### config.mk
export PLATFORM = sky130hd
export DESIGN_NAME = clk_period_meter
export DESIGN_NICKNAME = d
export VERILOG_FILES = /design/src/rtl/clk_meter_pkg.sv /design/src/rtl/sync_edge_detect.sv /design/src/rtl/clk_period_meter.sv
export SDC_FILE = /design/constraint.sdc
export NUM_CORES = 1
export LEC_CHECK = 0
export CORE_ASPECT_RATIO = 0.6
export CORE_UTILIZATION = 56
export DETAILED_ROUTE_END_ITERATION = 7
export PLACE_DENSITY = 0.8
export SLEW_MARGIN = 20
export SYNTH_ARGS = -nofsm -noshare
export SYNTH_HDL_FRONTEND = slang
export SYNTH_SLANG_ARGS = --single-unit
### constraint.sdc
create_clock -name clk -period 2.8 [get_ports clk]
set_input_delay 0.28 -clock clk [delete_from_list [all_inputs] [get_ports clk]]
set_output_delay 0.28 -clock clk [all_outputs]
set_load 0.05 [all_outputs]
### src/rtl/clk_meter_pkg.sv
// Shared definitions for the clock period meter and the divider bench.
package clk_meter_pkg;

  typedef enum logic [1:0] {
    IDLE    = 2'd0,
    ACQUIRE = 2'd1,
    MEASURE = 2'd2
  } meter_state_e;

  localparam int unsigned DEF_CNT_W      = 8;
  localparam int unsigned DEF_LOCK_COUNT = 4;
  // Match counter width; LOCK_COUNT is at most 15.
  localparam int unsigned MATCH_W        = 4;

endpackage

### src/rtl/sync_edge_detect.sv
// Two-flop synchroniser plus history register; strobes on any level change.
// Deliberately unreset so reset release or enable never fakes an edge.
module sync_edge_detect (
  input  logic clk,
  input  logic sig_in,
  output logic edge_stb
);

  logic sync_1;
  logic sync_2;
  logic hist;

  // Synchronise the asynchronous input and keep one cycle of history.
  always_ff @(posedge clk) begin
    sync_1 <= sig_in;
    sync_2 <= sync_1;
    hist   <= sync_2;
  end

  assign edge_stb = sync_2 ^ hist;

endmodule

### src/rtl/clk_period_meter.sv
// Half-period meter for a divided clock; reports the generating divisor.
// Optional: define CLK_PERIOD_METER_TOLERANCE_EN to accept +/-1 as a match.
module clk_period_meter
  import clk_meter_pkg::*;
#(
  parameter int unsigned CNT_W      = DEF_CNT_W,
  parameter int unsigned LOCK_COUNT = DEF_LOCK_COUNT
) (
  input  logic             clk,
  input  logic             rst,
  input  logic             enable,
  input  logic             sig_in,
  output logic [CNT_W-1:0] half_period,
  output logic             period_valid,
  output logic             locked,
  output logic             overflow
);

  localparam logic [MATCH_W-1:0] LOCK_MAX = MATCH_W'(LOCK_COUNT - 1);
  localparam logic [CNT_W-1:0]   CNT_MAX  = {CNT_W{1'b1}};

  meter_state_e         state_q, state_d;
  logic [CNT_W-1:0]     cnt_q, cnt_d;
  logic [CNT_W-1:0]     prev_q, prev_d;
  logic [MATCH_W-1:0]   match_q, match_d;
  logic                 first_q, first_d;
  logic [CNT_W-1:0]     hp_d;
  logic                 pv_d;
  logic                 lk_d;
  logic                 ov_d;
  logic                 edge_stb;
  logic                 is_match;

  sync_edge_detect u_sync (
    .clk      (clk),
    .sig_in   (sig_in),
    .edge_stb (edge_stb)
  );

`ifdef CLK_PERIOD_METER_TOLERANCE_EN
  logic [CNT_W:0] diff;

  // Absolute difference in one extra bit so the extremes never alias.
  always_comb begin
    diff = '0;
    if ({1'b0, cnt_q} >= {1'b0, prev_q}) diff = {1'b0, cnt_q} - {1'b0, prev_q};
    else                                 diff = {1'b0, prev_q} - {1'b0, cnt_q};
    is_match = (diff <= (CNT_W+1)'(1));
  end
`else
  // Exact comparison against the previous measurement.
  always_comb begin
    is_match = (cnt_q == prev_q);
  end
`endif

  // Next-state and datapath: idle/acquire/measure with lock and overflow tracking.
  always_comb begin
    state_d = state_q;
    cnt_d   = cnt_q;
    prev_d  = prev_q;
    match_d = match_q;
    first_d = first_q;
    hp_d    = half_period;
    pv_d    = 1'b0;
    lk_d    = locked;
    ov_d    = overflow;

    if (!enable) begin
      state_d = IDLE;
      cnt_d   = '0;
      match_d = '0;
      first_d = 1'b1;
      lk_d    = 1'b0;
      ov_d    = 1'b0;
    end else begin
      case (state_q)
        IDLE: begin
          state_d = ACQUIRE;
          cnt_d   = '0;
        end
        ACQUIRE: begin
          cnt_d = '0;
          if (edge_stb) begin
            state_d = MEASURE;
            first_d = 1'b1;
          end
        end
        MEASURE: begin
          if (edge_stb) begin
            cnt_d   = '0;
            hp_d    = cnt_q;
            pv_d    = 1'b1;
            ov_d    = 1'b0;
            prev_d  = cnt_q;
            first_d = 1'b0;
            if (first_q) begin
              match_d = '0;
              lk_d    = 1'b0;
            end else if (is_match) begin
              if (match_q < LOCK_MAX) match_d = match_q + MATCH_W'(1);
              lk_d = (match_d == LOCK_MAX);
            end else begin
              match_d = '0;
              lk_d    = 1'b0;
            end
          end else if (cnt_q == CNT_MAX) begin
            // No edge within the counter range: give up and reacquire.
            state_d = ACQUIRE;
            cnt_d   = '0;
            match_d = '0;
            lk_d    = 1'b0;
            ov_d    = 1'b1;
          end else begin
            cnt_d = cnt_q + CNT_W'(1);
          end
        end
        default: begin
          state_d = IDLE;
          cnt_d   = '0;
        end
      endcase
    end
  end

  // State and output registers with synchronous reset.
  always_ff @(posedge clk) begin
    if (rst) begin
      state_q      <= IDLE;
      cnt_q        <= '0;
      prev_q       <= '0;
      match_q      <= '0;
      first_q      <= 1'b1;
      half_period  <= '0;
      period_valid <= 1'b0;
      locked       <= 1'b0;
      overflow     <= 1'b0;
    end else begin
      state_q      <= state_d;
      cnt_q        <= cnt_d;
      prev_q       <= prev_d;
      match_q      <= match_d;
      first_q      <= first_d;
      half_period  <= hp_d;
      period_valid <= pv_d;
      locked       <= lk_d;
      overflow     <= ov_d;
    end
  end

endmodule

==> impl_metrics.env, run 1 <==
export IMPL_worst_slack_ps=994.8
export IMPL_grt_pass1_wl_microns=3864
export IMPL_min_period_ps=1805
export IMPL_cts_root_buf="clkbuf_4"
export IMPL_clk_insertion_delay_late_ps=320
export IMPL_use_met1_pct=30.56
export IMPL_critical_path_class="reg2out"
export IMPL_arrival_ps=1530
export IMPL_cts_setup_buffers=0
export IMPL_outcome="finished clean"
export IMPL_wirelength_microns=2343
export IMPL_crit_chain="clkdlybuf4s50_1"
export IMPL_clk_pin_slew_worst_paths_ps=80
export IMPL_netlist_area_sq_um=1230
export IMPL_ctsHoldBuffers=0
export IMPL_dieHeight_microns=38.30
export IMPL_die_width_microns=62.50
export IMPL_setup_violations=0
export IMPL_area_delta_synth_final_pct=18.01
export IMPL_synth_warnings=0
export IMPL_worstPathRequired_ps=2520
export IMPL_drt_iter0_markers=58
export IMPL_met2_usage_pct=33.42
export IMPL_fin_util_pct=74.36
export IMPL_hold_path_depth=0
export IMPL_seq_area_frac_synth_pct=47.20
export IMPL_p_leak_nw=0.6268
export IMPL_gr_max_usage_layer="met2"
export IMPL_startpoint_type="register"
export IMPL_antenna_found_initial=0
export IMPL_hold_viol=0
export IMPL_cts_tree="done"
export IMPL_slew_violations=0
export IMPL_slowest_delay_ps=820
export IMPL_numCtsBuffers=5
export IMPL_post_route_period_util_pct=64.47
export IMPL_met3_usage_pct=7.143
export IMPL_dp_hpwl_microns=1750
export IMPL_routed_via_density=5.544
export IMPL_r2r_end="cnt_q[0]"
export IMPL_rows=12
export IMPL_die_area_sq_um=2394
export IMPL_overflow=0
export IMPL_routedWlPerCell_microns=13.70
export IMPL_grt_util_all_layers_pct=22.46
export IMPL_grt_pass1_vias=864
export IMPL_port_buffers=14
export IMPL_ant_nets=0
export IMPL_core_region_area_sq_um=1952
export IMPL_power_density_nw_per_um2=478.3
export IMPL_synth_fp_nets=130
export IMPL_cpLargestDelayFamily="buffers and inverters"
export IMPL_hold_class="reg2reg"
export IMPL_hp_start="u_sync.sync_1"
export IMPL_critical_path_buf_inv_count=1
export IMPL_preCtsSetupSlack_ps=785.1
export IMPL_r2r_cells=5
export IMPL_max_cap_viol_count=0
export IMPL_drc=0
export IMPL_clock_fmax_ghz=0.5540
export IMPL_cpMaxStageDelayCell="clkdlybuf4s50_1"
export IMPL_final_net_count=149
export IMPL_clockBufferDepth=2
export IMPL_synth_seq_cells=29
export IMPL_reg2reg_from="cnt_q[0]"
export IMPL_cts_htree_levels=2
export IMPL_rsz0062_at_grt="false"
export IMPL_first_pass_iters=4
export IMPL_multi_input_area_sq_um=633.1
export IMPL_finalSetupTns_ps=0
export IMPL_final_common_cell="dfxtp_1"
export IMPL_pin_count=15
export IMPL_initial_core_util_pct=63.01
export IMPL_path_max_fanout=3
export IMPL_syn_inst=124
export IMPL_avgSynthCellArea_sq_um=9.919
export IMPL_end_kind="output port"
export IMPL_clock_sinks=29
export IMPL_worstMarginPinSlew_ps=502.4
export IMPL_cp_startpoint="prev_q[2]"
export IMPL_slew_headroom_pct=66.26
export IMPL_ys_types=33
export IMPL_grt_max_degree=11
export IMPL_diodes=0
export IMPL_hold_end="u_sync.sync_2"
export IMPL_vias=948
export IMPL_place_gp_congestion=0.7724
export IMPL_cts_resized_gates=0
export IMPL_r2r_slack_ps=1070
export IMPL_n_fill_cell=134
export IMPL_ir_drop_mv=0.3775
export IMPL_fin_worst_skew_ps=5.710
export IMPL_drive_gt1_share_pct=7.692
export IMPL_regArea_sq_um=580.6
export IMPL_final_cell_mix="29 x dfxtp_1, 19 x nor2_1, 15 x xor2_1"
[metrics by stage]
stage / instances / cell area (sq um) / power [mW] / hold WS (ps)
6_report: 171 / 1451 / 0.6942 / 346.3
5_1_grt: 171 / 1451 / 0.7214 / 358.1
4_1_cts: 171 / 1451 / 0.7002 / 341.9
3_5_place_dp: 164 / 1396 / 0.4562 / 322.9
3_3_place_gp: 164 / 1396 / 0.4553 / 315.3
2_1_floorplan: 124 / 1230 / 0.4467 / 307.7
[kinds of logic after synthesis]
kind of cell	count (synthesis)	share of synthesized area, %
flops	29	47.20
xor+xnor	17	12.11
compound gates	14	7.733
fa+ha+maj	2	2.034
mux	9	7.325
buf+inv	4	1.322
simple gates	49	22.28
[worst max-delay path by stage]
stage                                 to  depth (start not counted)
after CTS                 half_period[2]                          1
after global routing            cnt_q[1]                          5
final                     half_period[2]                          1
after floorplan                   locked                          4
after global placement            locked                          4
after detailed placement          locked                          4
[area by class of cell]
class                   instances  share of cell area [%]
repair buffers                 14                   9.655
clock buffers                   7                   3.793
flip-flops and latches         29                   40.00
inverters                       2                  0.5172
well taps                      28                   2.414
multi-input cells              91                   43.62
[report_power, final]
part | leakage (nW) | internal (mW) | switching, mW | total (mW)
sequential | 0.235 | 0.416 | 0.00317 | 0.419
clock | 0.0314 | 0.118 | 0.129 | 0.247
combinational | 0.360 | 0.0116 | 0.0163 | 0.0279
total | 0.627 | 0.546 | 0.149 | 0.694
[Yosys cell counts]
master	instances	area share [%]
a211oi_1	1	0.61
a21oi_1	4	1.6
a22oi_1	1	0.61
a31oi_1	1	0.51
and2_1	1	0.51
and3_1	2	1.0
and4_1	1	0.71
buf_2	1	0.41
clkbuf_1	1	0.30
dfxtp_1	29	47
ha_1	2	2.0
inv_1	2	0.61
mux2i_1	9	7.3
nand2_1	6	1.8
nand2b_1	1	0.51
nand2b_4	1	1.1
nand3_1	5	2.0
nand3_2	2	1.6
nand4_1	1	0.51
nor2_1	19	5.8
nor2b_1	3	1.5
nor3_1	3	1.2
nor4_1	1	0.51
nor4_2	1	1.0
nor4_4	1	1.7
o2111ai_1	1	0.71
o21ai_0	2	0.81
o22a_1	1	0.71
o2bb2ai_1	1	0.71
o32ai_1	2	1.4
or4_1	1	0.61
xnor2_1	2	1.4
xor2_1	15	11
[metal layers]
metal | part of all wire (%) | vias to the layer above
met3 | 5.2 | 0
met5 | 0 | -
met1 | 52 | 448
met4 | 0 | 0
met2 | 42 | 31
li1 | - | 469
[sequential cells by signal (all words and copies together), names as in the netlist, 2 cells and up]
name	count
cnt_q	8
prev_q	8
match_q	4
state_q	2
Power figures use the tool's default switching activity.
==> run 2, diff against run 1 <==
Settings changed: CORE_UTILIZATION 56 to 53, PLACE_DENSITY 0.8 to 0.77.
Clock period 2.8 ns to 1.8 ns, I/O delays scaled along.
==> impl_metrics.env, run 2 (synthesis results as in run 1) <==
export IMPL_first_pass_iters=4
export IMPL_largestRegisters="cnt_q (8), prev_q (8), match_q (4)"
export IMPL_dieHeight_microns=39.32
export IMPL_ir_drop_mv=0.4936
export IMPL_p_leak_nw=0.6704
export IMPL_fin_worst_skew_ps=7.118
export IMPL_multi_input_area_sq_um=633.1
export IMPL_arrival_ps=1870
export IMPL_ant_nets=0
export IMPL_n_fill_cell=179
export IMPL_cts_tree="done"
export IMPL_drc=0
export IMPL_area_delta_synth_final_pct=24.42
export IMPL_worstMarginPinSlew_ps=488.8
export IMPL_pin_count=15
export IMPL_outcome="finished clean"
export IMPL_r2r_end="cnt_q[1]"
export IMPL_routed_via_density=5.253
export IMPL_end_kind="register"
export IMPL_reg2reg_from="cnt_q[1]"
export IMPL_final_cell_mix="29 x dfxtp_1, 19 x nor2_1, 15 x xor2_1"
export IMPL_antenna_found_initial=0
export IMPL_gr_max_usage_layer="met2"
export IMPL_power_density_nw_per_um2=839.1
export IMPL_grt_util_all_layers_pct=20.58
export IMPL_max_cap_viol_count=0
export IMPL_clk_insertion_delay_late_ps=280
export IMPL_finalSetupTns_ps=0
export IMPL_clock_sinks=29
export IMPL_startpoint_type="register"
export IMPL_clock_fmax_ghz=0.5981
export IMPL_cts_root_buf="clkbuf_8"
export IMPL_p_total_mw=1.284
export IMPL_routedWlPerCell_microns=12.78
export IMPL_die_area_sq_um=2524
export IMPL_rows=13
export IMPL_slew_headroom_pct=67.18
export IMPL_final_net_count=153
export IMPL_r2r_slack_ps=130
export IMPL_layout_cells_non_filler=178
export IMPL_grt_max_degree=10
export IMPL_cts_setup_buffers=0
export IMPL_critical_path_endpoint="cnt_q[1]"
export IMPL_drt_iter0_markers=73
export IMPL_grt_pass1_wl_microns=3608
export IMPL_place_gp_congestion=0.7780
export IMPL_vias=935
export IMPL_worstPathRequired_ps=2000
export IMPL_path_max_fanout=8
export IMPL_grt_pass1_vias=808
export IMPL_met3_usage_pct=6.977
export IMPL_numCtsBuffers=5
export IMPL_cp_startpoint="cnt_q[1]"
export IMPL_clk_pin_slew_worst_paths_ps=60
export IMPL_core_region_area_sq_um=2180
export IMPL_hp_start="u_sync.sync_1"
export IMPL_dp_hpwl_microns=1679
export IMPL_die_width_microns=64.19
export IMPL_drive_gt1_share_pct=11.49
export IMPL_rsz0062_at_grt="false"
export IMPL_hold_viol=0
export IMPL_port_buffers=14
export IMPL_r2r_cells=5
export IMPL_final_common_cell="dfxtp_1"
export IMPL_preCtsSetupSlack_ps=150.6
export IMPL_ctsHoldBuffers=0
export IMPL_use_met1_pct=28.09
export IMPL_initial_core_util_pct=56.43
export IMPL_post_route_period_util_pct=92.88
export IMPL_regArea_sq_um=580.6
export IMPL_worst_slack_ps=128.1
export IMPL_overflow=0
export IMPL_min_period_ps=1672
export IMPL_setup_violations=0
export IMPL_placedCellCount=170
export IMPL_diodes=0
export IMPL_slew_violations=0
export IMPL_cts_htree_levels=2
export IMPL_met2_usage_pct=29.79
export IMPL_hold_class="reg2reg"
export IMPL_wirelength_microns=2275
export IMPL_cts_resized_gates=0
export IMPL_critical_path_class="reg2reg"
export IMPL_clockBufferDepth=2
-- run 2: cell count changes in the layout (fill, tap and decap cells not counted), sizes merged --
cell	before	now
buf	0	4
clkinv	0	1
-- run 2: layout make-up --
| type | count | area share, % |
|---|---|---|
| clock buffers | 7 | 6.296 |
| clock inverters | 1 | 0.3271 |
| inverters | 2 | 0.4906 |
| multi-input cells | 91 | 41.37 |
| flip-flops and latches | 29 | 37.94 |
| well taps | 30 | 2.453 |
| repair buffers | 18 | 11.12 |
-- run 2: power breakdown --
| group | switching (mW) | total, mW | internal, mW |
|---|---|---|---|
| Combinational | 0.0269 | 0.0484 | 0.0215 |
| Clock | 0.238 | 0.583 | 0.345 |
| Sequential | 0.00492 | 0.653 | 0.648 |
| Total | 0.270 | 1.28 | 1.01 |
-- run 2: how the worst min path moves through the flow --
stage,end,cells past startpoint
2_1_floorplan,u_sync.sync_1,0
3_3_place_gp,u_sync.sync_2,0
3_5_place_dp,u_sync.sync_2,0
4_1_cts,u_sync.sync_2,0
5_1_grt,u_sync.sync_2,0
6_report,u_sync.sync_2,0
-- run 2: through the flow --
| stage | cell area (sq um) | hold WS (ps) | utilization (%) |
|---|---|---|---|
| floorplan | 1230 | 207.7 | - |
| global placement | 1429 | 323.2 | 65.56 |
| detailed placement | 1429 | 322.2 | 65.56 |
| CTS | 1530 | 341.0 | 70.21 |
| global route | 1530 | 343.7 | 70.21 |
| finish | 1530 | 334.4 | 70.21 |
-- run 2: routing by layer --
| layer | wire (microns) | part of all wire, % | up-vias |
|---|---|---|---|
| met5 | 0 | 0 | - |
| li1 | - | - | 482 |
| met4 | 21 | 0.92 | 0 |
| met2 | 893 | 39 | 30 |
| met1 | 1148 | 50 | 419 |
| met3 | 212 | 9.3 | 4 |
-- run 2: worst max-delay path, cell delays in order (launching register included) --
cell	delay, ps
dfxtp_1	370
ha_1	260
and3_1	230
a21oi_1	270
nand3_1	310
nor2_1	170
==> run 3, diff against run 2 <==
Settings changed: CORE_MARGIN set to 10, SETUP_SLACK_MARGIN set to 0.5.
==> impl_metrics.env, run 3 (synthesis results as in run 1) <==
export IMPL_p_int_uw=944.2
export IMPL_ctsHoldBuffers=0
export IMPL_post_route_period_util_pct=77.85
export IMPL_startpoint_type="register"
export IMPL_numCtsBuffers=5
export IMPL_fin_util_pct=83.58
export IMPL_drive_gt1_share_pct=48.43
export IMPL_slew_violations=0
export IMPL_area_delta_synth_final_pct=48.12
export IMPL_p_leak_nw=0.7468
export IMPL_drc=0
export IMPL_rows=13
export IMPL_rsz0062_at_grt="true"
export IMPL_crit_chain="ha_2 > xor2_1 > or4_1 > o32ai_2"
export IMPL_critical_path_class="reg2reg"
export IMPL_finalSetupTns_ps=0
export IMPL_cts_tree="done"
export IMPL_ir_drop_mv=0.6048
export IMPL_r2r_end="locked"
export IMPL_routedWlPerCell_microns=17.86
export IMPL_critical_path_buf_inv_count=0
export IMPL_drt_iter0_markers=93
export IMPL_cpMaxStageDelayCell="or4_1"
export IMPL_pin_count=15
export IMPL_clk_insertion_delay_late_ps=280
export IMPL_clockBufferDepth=2
export IMPL_r2r_slack_ps=400
export IMPL_arrival_ps=1600
export IMPL_first_pass_iters=4
export IMPL_switching_share_pct=23.14
export IMPL_preCtsSetupSlack_ps=106.5
export IMPL_end_kind="register"
export IMPL_layout_cells_non_filler=189
export IMPL_fin_worst_skew_ps=11.45
export IMPL_combPwrFrac_pct=6.4
export IMPL_cts_htree_levels=2
export IMPL_setup_violations=0
export IMPL_placedCellCount=171
export IMPL_hold_end="u_sync.sync_2"
export IMPL_vias=1084
export IMPL_initial_core_util_pct=56.43
export IMPL_clock_sinks=29
export IMPL_grt_util_all_layers_pct=13.22
export IMPL_max_cap_viol_count=0
export IMPL_dp_hpwl_microns=1984
export IMPL_core_region_area_sq_um=2180
export IMPL_switching_power_uw=284.3
export IMPL_final_net_count=164
export IMPL_largestRegisters="cnt_q (8), prev_q (8), match_q (4)"
export IMPL_wirelength_microns=3375
export IMPL_p_seq_share_pct=52.9
export IMPL_diodes=0
export IMPL_path_max_fanout=3
export IMPL_worstPathRequired_ps=2000
export IMPL_clk_pin_slew_worst_paths_ps=70
export IMPL_worstMarginPinSlew_ps=493.6
export IMPL_clock_fmax_ghz=0.7136
export IMPL_clkPwrFrac_pct=40.8
export IMPL_grt_pass1_vias=977
export IMPL_routed_via_density=5.735
export IMPL_port_buffers=14
export IMPL_hold_viol=0
export IMPL_grt_max_degree=10
export IMPL_ant_nets=0
export IMPL_power_density_nw_per_um2=674.3
export IMPL_outcome="finished clean"
export IMPL_hp_start="u_sync.sync_1"
export IMPL_die_area_sq_um=4711
export IMPL_min_period_ps=1401
export IMPL_grt_pass1_wl_microns=4719
export IMPL_place_gp_congestion=0.8222
export IMPL_final_common_cell="nor2_1"
export IMPL_final_cell_mix="17 x nor2_1, 13 x xor2_1, 13 x buf_4"
export IMPL_slew_headroom_pct=67.22
export IMPL_hold_path_depth=0
export IMPL_slowest_delay_ps=420
export IMPL_hold_class="reg2reg"
export IMPL_dieHeight_microns=57.32
export IMPL_cpLargestDelayFamily="simple AND/OR/NAND/NOR gates"
export IMPL_overflow=0
export IMPL_cts_root_buf="clkbuf_8"
export IMPL_antenna_found_initial=0
export IMPL_reg2reg_from="match_q[1]"
export IMPL_r2r_cells=4
export IMPL_worst_slack_ps=398.7
export IMPL_die_width_microns=82.19
run 3: cell count changes in the layout (fill, tap and decap cells not counted), sizes merged:
cell / change
buf: +11
clkinv: +1
clkdlybuf4s50: -11
clkdlybuf4s15: +10
run 3: timing repair:
action,in CTS,in global routing
buffers inserted,0,10
resized for setup,42,36
endpoints found under the setup margin,35,27
pin swaps,5,21
run 3: worst max-delay path by stage:
stage	start	end	slack [ps]	cells past startpoint
after floorplan	prev_q[0]	match_q[1]	450	4
after global placement	enable	locked	150	4
after detailed placement	enable	locked	110	4
after CTS	prev_q[5]	match_q[1]	380	4
after global routing	enable	locked	340	4
final	match_q[1]	locked	400	4
run 3: stage by stage:
| step | power (mW) | hold WS, ps | instance area (sq um) |
|---|---|---|---|
| after floorplan | 0.6925 | 207.7 | 1262 |
| after global placement | 0.7145 | 319.8 | 1469 |
| after detailed placement | 0.7155 | 318.4 | 1469 |
| after CTS | 1.220 | 330.9 | 1622 |
| after global routing | 1.277 | 331.6 | 1822 |
| final | 1.228 | 325.0 | 1822 |
run 3: layer usage:
| metal | GRT usage, % | share of wire (%) | vias up | wire (microns) |
|---|---|---|---|---|
| met2 | 18.78 | 46 | 49 | 1549 |
| met1 | 16.53 | 42 | 514 | 1408 |
| met5 | 0 | 0 | - | 0 |
| met3 | 5.156 | 7.9 | 18 | 266 |
| li1 | - | - | 503 | - |
| met4 | 7.488 | 4.4 | 0 | 150 |
run 3: cell type report:
cell class / count / area, sq um
clock buffer: 6 / 72.57
clock inverter: 2 / 10.01
fill: 108 / 357.8
inverter: 2 / 7.507
multi-input combinational: 91 / 803.3
sequential: 29 / 624.3
tap: 30 / 37.54
timing repair buffer: 29 / 266.5
run 3: worst register-to-register path, cell delays in order, from the launching register on:
cell	delay, ps
dfxtp_1	340
ha_2	220
xor2_1	140
or4_1	420
o32ai_2	200
run 3: power by group through the flow:
stage | Combinational, mW | Sequential (mW) | Clock (mW)
final | 0.0786 | 0.649 | 0.501
after floorplan | 0.0310 | 0.662 | 0
after CTS | 0.0606 | 0.649 | 0.511
after global routing | 0.0831 | 0.650 | 0.544
after detailed placement | 0.0534 | 0.662 | 0
after global placement | 0.0526 | 0.662 | 0
